`src/rtl/conv_mac_stream.sv`:
```
// conv_mac_stream
// Streaming K-tap convolution engine. Each accepted window of TAPS samples
// is multiplied element-wise by the active coefficient bank. The products
// are summed at full precision and the sum is saturated to ACCW bits.
//
// Parameters:
//   DW     sample / coefficient width
//   TAPS   window size (1..16)
//   ACCW   result width (>= 2*DW)
//   SIGNED 0 = unsigned operands, 1 = two's-complement operands
//
// Ports:
//   clk          rising-edge clock
//   rst          synchronous active-low reset
//   coef_we      write coef_data into shadow slot coef_addr (>= TAPS ignored)
//   coef_addr    shadow slot index
//   coef_data    coefficient value
//   coef_commit  copy the whole shadow bank into the active bank
//   in_valid     window present on in_data
//   in_ready     engine advances this cycle (accepts a window)
//   in_data      sample i at bits [i*DW +: DW]
//   out_valid    result present on out_data
//   out_ready    downstream takes the result this cycle
//   out_data     saturated sum of products
//   out_ovf      out_data was clamped
//
// Pipeline: S1 products -> S2 adder-tree sum -> S3 saturated output.
// All stages share one advance enable, so a stalled output freezes the
// whole pipe and nothing is lost or duplicated.
module conv_mac_stream #(
  parameter int DW     = 8,
  parameter int TAPS   = 9,
  parameter int ACCW   = 32,
  parameter int SIGNED = 0
) (
  input  logic                                      clk,
  input  logic                                      rst,
  input  logic                                      coef_we,
  input  logic [((TAPS > 1) ? $clog2(TAPS) : 1)-1:0] coef_addr,
  input  logic [DW-1:0]                             coef_data,
  input  logic                                      coef_commit,
  input  logic                                      in_valid,
  output logic                                      in_ready,
  input  logic [TAPS*DW-1:0]                        in_data,
  output logic                                      out_valid,
  input  logic                                      out_ready,
  output logic [ACCW-1:0]                           out_data,
  output logic                                      out_ovf
);

  localparam int AW = (TAPS > 1) ? $clog2(TAPS) : 1;
  localparam int LG = (TAPS > 1) ? $clog2(TAPS) : 0;
  localparam int PW = 2 * DW;
  localparam int FW = PW + LG;
  localparam logic [AW:0] TAPS_W = TAPS[AW:0];

  logic [DW-1:0] shadow_reg [TAPS];
  logic [DW-1:0] active_reg [TAPS];

  logic          en;
  logic          s1_valid_reg;
  logic          s2_valid_reg;
  logic [PW-1:0] prod_next [TAPS];
  logic [PW-1:0] prod_reg  [TAPS];
  logic [FW-1:0] prod_ext  [TAPS];
  logic [FW-1:0] sum_next;
  logic [FW-1:0] sum_reg;
  logic [ACCW-1:0] sat_data;
  logic            sat_ovf;

  // Single advance enable for every stage; never depends on in_valid.
  assign en       = !out_valid || out_ready;
  assign in_ready = en;

  // Coefficient banks. The commit copies the shadow contents as they were
  // before this edge, so a simultaneous write lands only in the shadow.
  // A window accepted on the commit edge multiplies with the old active bank
  // because S1 samples active_reg before it updates.
  always_ff @(posedge clk) begin
    if (!rst) begin
      for (int i = 0; i < TAPS; i++) begin
        shadow_reg[i] <= '0;
        active_reg[i] <= '0;
      end
    end else begin
      if (coef_commit) begin
        for (int i = 0; i < TAPS; i++) begin
          active_reg[i] <= shadow_reg[i];
        end
      end
      if (coef_we && ({1'b0, coef_addr} < TAPS_W)) begin
        shadow_reg[coef_addr] <= coef_data;
      end
    end
  end

  // Multipliers: operands are extended to PW bits first. The low PW bits of
  // the product are identical for signed and unsigned interpretation, so one
  // PW x PW multiply serves both modes once the extension is right.
  genvar gi;
  generate
    for (gi = 0; gi < TAPS; gi++) begin : g_tap
      logic [DW-1:0] smp;
      logic [PW-1:0] smp_x;
      logic [PW-1:0] coef_x;
      assign smp = in_data[gi*DW +: DW];
      if (SIGNED != 0) begin : g_sext
        assign smp_x  = {{DW{smp[DW-1]}}, smp};
        assign coef_x = {{DW{active_reg[gi][DW-1]}}, active_reg[gi]};
      end else begin : g_zext
        assign smp_x  = {{DW{1'b0}}, smp};
        assign coef_x = {{DW{1'b0}}, active_reg[gi]};
      end
      assign prod_next[gi] = smp_x * coef_x;

      // Grow each product to full sum precision before accumulation.
      if (LG == 0) begin : g_noext
        assign prod_ext[gi] = prod_reg[gi];
      end else begin : g_ext
        assign prod_ext[gi] = {{LG{(SIGNED != 0) & prod_reg[gi][PW-1]}}, prod_reg[gi]};
      end
    end
  endgenerate

  always_comb begin
    sum_next = '0;
    for (int i = 0; i < TAPS; i++) begin
      sum_next = sum_next + prod_ext[i];
    end
  end

  // Saturation of the full-precision sum into ACCW bits.
  generate
    if (ACCW >= FW) begin : g_nosat
      if (ACCW == FW) begin : g_eq
        assign sat_data = sum_reg;
      end else begin : g_wide
        assign sat_data = {{(ACCW-FW){(SIGNED != 0) & sum_reg[FW-1]}}, sum_reg};
      end
      assign sat_ovf = 1'b0;
    end else if (SIGNED != 0) begin : g_ssat
      // Fits when every bit from ACCW-1 upward is a copy of the sign.
      logic [FW-ACCW:0] hi;
      assign hi       = sum_reg[FW-1:ACCW-1];
      assign sat_ovf  = !((&hi) || !(|hi));
      assign sat_data = !sat_ovf ? sum_reg[ACCW-1:0]
                      : (sum_reg[FW-1] ? {1'b1, {(ACCW-1){1'b0}}}
                                       : {1'b0, {(ACCW-1){1'b1}}});
    end else begin : g_usat
      assign sat_ovf  = |sum_reg[FW-1:ACCW];
      assign sat_data = sat_ovf ? {ACCW{1'b1}} : sum_reg[ACCW-1:0];
    end
  endgenerate

  // Datapath registers. They carry no reset because the valid bits
  // qualify them.
  always_ff @(posedge clk) begin
    if (en && in_valid) begin
      for (int i = 0; i < TAPS; i++) begin
        prod_reg[i] <= prod_next[i];
      end
    end
    if (en && s1_valid_reg) begin
      sum_reg <= sum_next;
    end
  end

  // Valid chain and output register. out_data only loads real results, so
  // it holds its value through bubbles and stalls.
  always_ff @(posedge clk) begin
    if (!rst) begin
      s1_valid_reg <= 1'b0;
      s2_valid_reg <= 1'b0;
      out_valid    <= 1'b0;
      out_data     <= '0;
      out_ovf      <= 1'b0;
    end else if (en) begin
      s1_valid_reg <= in_valid;
      s2_valid_reg <= s1_valid_reg;
      out_valid    <= s2_valid_reg;
      if (s2_valid_reg) begin
        out_data <= sat_data;
        out_ovf  <= sat_ovf;
      end
    end
  end

endmodule

```
`config.mk`:
```
export PLATFORM = sky130hd
export DESIGN_NAME = conv_mac_stream
export DESIGN_NICKNAME = d
export VERILOG_FILES = /design/src/rtl/conv_mac_stream.sv
export SDC_FILE = /design/constraint.sdc
export NUM_CORES = 2
export LEC_CHECK = 0
export ABC_AREA = 1
export CAP_MARGIN = 5
export CORE_AREA = 10 10 311 313
export CTS_BUF_LIST = sky130_fd_sc_hd__clkbuf_8
export CTS_CLUSTER_SIZE = 12
export DETAILED_ROUTE_END_ITERATION = 8
export DIE_AREA = 0 0 321 323
export GPL_ROUTABILITY_DRIVEN = 1
export GPL_TIMING_DRIVEN = 0
export SYNTH_ARGS = -nofsm -noshare
export SYNTH_HDL_FRONTEND = slang
export SYNTH_SLANG_ARGS = --single-unit
```
`constraint.sdc`:
```
create_clock -name clk -period 5.1 [get_ports clk]
set_clock_uncertainty 0.2 [all_clocks]
set_input_delay 1.02 -clock clk [delete_from_list [all_inputs] [get_ports clk]]
set_output_delay 1.02 -clock clk [all_outputs]
set_load 0.03 [all_outputs]
```
Word-level counts from Yosys, hierarchy flattened:

Memories as Yosys holds them, arrays and structs flattened.
Cells that the tools add are included.
Widths: inputs -> output; s select.

* add/sub/neg operators: 8
* multiply operators: 9
* div/mod/pow operators: 0
* $lt $le $gt $ge: 1
* equality and inequality tests: 0
* shift-type cells: 0
* multiplexer cells: 21
* bitwise logic cells: 9
* reductions and logical operators: 7

Operators by type and width (count)
* $mul 8x8->16: 9
* $add 20x16->20: 4
* $mux 8: 10
* $add 19x16->20: 1
* $add 18x16->19: 1
* $add 17x16->18: 1
* $add 16x16->17: 1
* $mux 1: 10
* $or 1x1->1: 9
* $reduce_or 8->1: 1
* $lt 4x4->1 const B: 1
* $mux 4: 1
* $logic_and 1x1->1: 3
* $reduce_and 2->1: 1
* $logic_not 1->1: 1
* $logic_or 1x1->1: 1

* register bits: 43
* bits in latches: 0
* bits in writable memories: 288
* ROM bits: 0
* input bits: 90
* output and inout bits: 35
* word-level logic and storage cells: 63
* memories: 3

Memories
* prod_reg: words 9, width 16, read ports 9, clocked after Yosys merged registers in 0, wr ports 9, line 64 `logic [PW-1:0] prod_reg [TAPS];`
* active_reg: words 9, width 8, read ports 9, clocked after Yosys merged registers in 0, wr ports 9, line 58 `logic [DW-1:0] active_reg [TAPS];`
* shadow_reg: words 9, width 8, read ports 9, clocked after Yosys merged registers in 0, wr ports 9, line 57 `logic [DW-1:0] shadow_reg [TAPS];`

Logic depth before layout (Yosys ltp):

An unclocked memory read counts as a cell.

* word-level depth: 9
* gate-level depth with buffers: 20
* mapped depth without buffers: 20

Least setup slack after synthesis:

OpenSTA, ideal clock, no wires.

* path type: in2reg
* start point: input port out_ready
* end point: memory prod_reg[0][0] (netlist name), enable pin
* library setup time: 497 ps
* arrival: 4233 ps
* data required time: 4403 ps
* setup slack: 170 ps
* cell stages on the path: 4
* path buffers: 0
* path through: nor2_1 > inv_1 > nand2_1 > inv_1

RTL lines
* start, declared: line 46 `input logic out_ready,`
* end, declared: line 64

==> results_dict.tcl <==
set metrics [dict create \
    status "finished clean" \
    antenna_cells 0 \
    cp.arrival_ps 4800 \
    switchingPower_mw 13.06 \
    setup_viol 0 \
    grt_max_degree 91 \
    syn2layout_area_growth_pct 8.572 \
    drc 0 \
    dr.pass1.iters 5 \
    cts_sinks 331 \
    grt-ovfl-total 0 \
    max_freq_mhz 214.2 \
    ys_types 27 \
    coreArea_sq_mm 0.09083 \
    n_fill_cell 9154 \
    rsz0062_at_grt "false" \
    cts_root_buf "clkbuf_8" \
    internal-power_mw 11.62 \
    numCtsBuffers 55 \
    grt_pass1_wl_um 139900 \
    cts_buffer_depth 3 \
    postCtsHoldBufs 0 \
    die_h_um 323 \
    fin_util 0.4299 \
    drt_wl_total_um 85550 \
    layout_commonest_cell "inv_1" \
    drt_iter0_markers 1564 \
    hold_class "reg2reg" \
    critPathKind "reg2reg" \
    startpoint_type "register" \
    yosysWarnings 0 \
    p_leak_nw 22.92 \
    cts_tree "yes" \
    postSynthAreaPerCell_sq_um 8.220 \
    cap_violations 0 \
    clockPowerShare 0.095 \
    routed_via_density 4.545 \
    num_vias 25977 \
    finalCriticalPeriod_ps 4669 \
    powerDensity_mw_per_mm2 632.1 \
    synth.cell_area_sq_mm 0.03596 \
    die_area_sq_mm 0.1037 \
    hpwl_um 70910 \
    fp-row-count 111 \
    largest_reg_flops 144 \
    ant_nets 0 \
    final_nets 5355 \
    track_usage 0.1690 \
    slew_violations 0 \
    fin_crit_sh 0.9154 \
    ios 125 \
    yosysSeqAreaShare 0.2700 \
    peakVddDrop_uv 1690 \
    antenna_found_initial 3 \
    cp_max_fo 8 \
    wl_per_cell_um 14.97 \
    final_cell_mix "1347 x inv_1, 1027 x nand2_1, 434 x fa_1" \
    r2r_slack_ps 430 \
    cp-end-kind "register" \
    slew_headroom 0.3369 \
    hold_violations 0 \
    clkLatencyLatePin_ps 660 \
    tightestPinTransition_ps 988.5 \
    start_util 0.3960 \
    h-tree-depth 2 \
    drive_above_1_share 0.02605 \
    ys_ff_latch 331 \
    p_comb_frac 0.729 \
    cts_resized 0 \
    die_w_um 321 \
    totalNegativeSetupSlack_ps 0 \
    postCtsSetupBuffers 0 \
    cp_data_required_time_ps 5230 \
    place_congestion 0.8606 \
    grt_pass1_vias 26557 \
    pwr-share-seq 0.176 \
    switching_share 0.5292 \
    io_buffer_count 39 \
    clk_pin_slew_ps 60 \
    synthCells 4375 \
]
Yosys cell counts:
cell / count / area, sq um
a21o_1: 9 / 67.56
a21oi_1: 85 / 425.4
buf_2: 12 / 60.06
buf_4: 13 / 97.59
clkbuf_1: 146 / 548.0
clkinv_1: 8 / 30.03
conb_1: 1 / 3.750
dfxtp_1: 23 / 460.4
edfxtp_1: 308 / 9249
fa_1: 434 / 8688
ha_1: 345 / 4317
inv_1: 1330 / 4992
nand2_1: 1027 / 3855
nand2_2: 10 / 62.56
nand3_1: 121 / 605.6
nand3_4: 1 / 17.52
nand3b_1: 1 / 7.510
nand4_1: 36 / 225.2
nand4_2: 1 / 12.51
nor2_1: 326 / 1224
nor2_2: 3 / 18.77
nor3_1: 4 / 20.02
o21ai_0: 41 / 205.2
o21bai_1: 9 / 67.56
or2_2: 2 / 12.51
xnor2_1: 36 / 315.3
xor2_1: 43 / 376.6
path summary, 6_finish.rpt:
check	from	end	cells after the start
min reg2reg	s1_valid_reg	s1_valid_reg	2
min	s1_valid_reg	s1_valid_reg	2
max reg2reg	active_reg[0][18]	prod_reg[0][45]	18
max	active_reg[0][18]	prod_reg[0][45]	18
area by class of cell:
type	instances	area, sq um	share of cell area
Tap cell	1186	1484	0.03800
Multi-Input combinational cell	2547	20570	0.5269
Clock buffer	56	770.7	0.01974
Clock inverter	44	315.3	0.008075
Buffer	171	705.7	0.01807
Timing Repair Buffer	42	460.4	0.01179
Inverter	1338	5027	0.1287
Sequential cell	331	9709	0.2487
power groups by stage:
stage	clock network (mW)	logic, mW	registers (mW)
after detailed placement	0	17.9	4.38
final	2.34	18.0	4.34
after global placement	0	17.7	4.38
after floorplan	0	13.4	4.47
after CTS	2.40	18.1	4.33
after global routing	2.52	20.7	4.37
through the flow:
stage | std cells | worst slack (ps) | area, sq um | hold WS, ps | total power, mW
3_3_place_gp | 5612 | -1567 | 37880 | 252.9 | 22.12
3_5_place_dp | 5614 | -165.5 | 37950 | 255.5 | 22.31
5_1_grt | 5715 | 140.3 | 39050 | 287.4 | 27.57
2_1_floorplan | 4387 | 170.3 | 36010 | 243.1 | 17.90
6_report | 5715 | 431.2 | 39050 | 270.0 | 24.68
4_1_cts | 5714 | 459.4 | 39030 | 269.0 | 24.79
per-layer routing:
layer  GRT usage  up-vias  wire [um]
met5           0        -          0
li1            -    12906          -
met2      0.2990      455      42010
met1      0.2222    12525      38380
met4     0.02936        0       1320
met3     0.02081       91       3839
kinds of logic (layout without fill, tap and decap cells):
family	after synthesis	after routing	synth area share
AOI/OAI and AO/OA	144	144	0.02129
xor gates and xnor gates	79	79	0.01924
adders and majority gates	779	779	0.3616
buffers and inverters	1509	1651	0.1593
DFF	331	331	0.2700
other	1	13	0.0001043
and+or+nand+nor	1532	1532	0.1685
critical path, cell delays in order (launching register included):
cell      delay (ps)
edfxtp_1         370
clkbuf_1         250
nand2_1          130
inv_1             60
fa_1             530
inv_1             50
fa_1             530
inv_1             50
fa_1             480
inv_1             50
fa_1             500
inv_1             70
ha_1             340
nand2_1          140
a21oi_1           50
o21ai_0          210
nand3_1          120
nand2_1           70
nand2_1          140
Note: power is estimated with default switching activity, not from simulation.
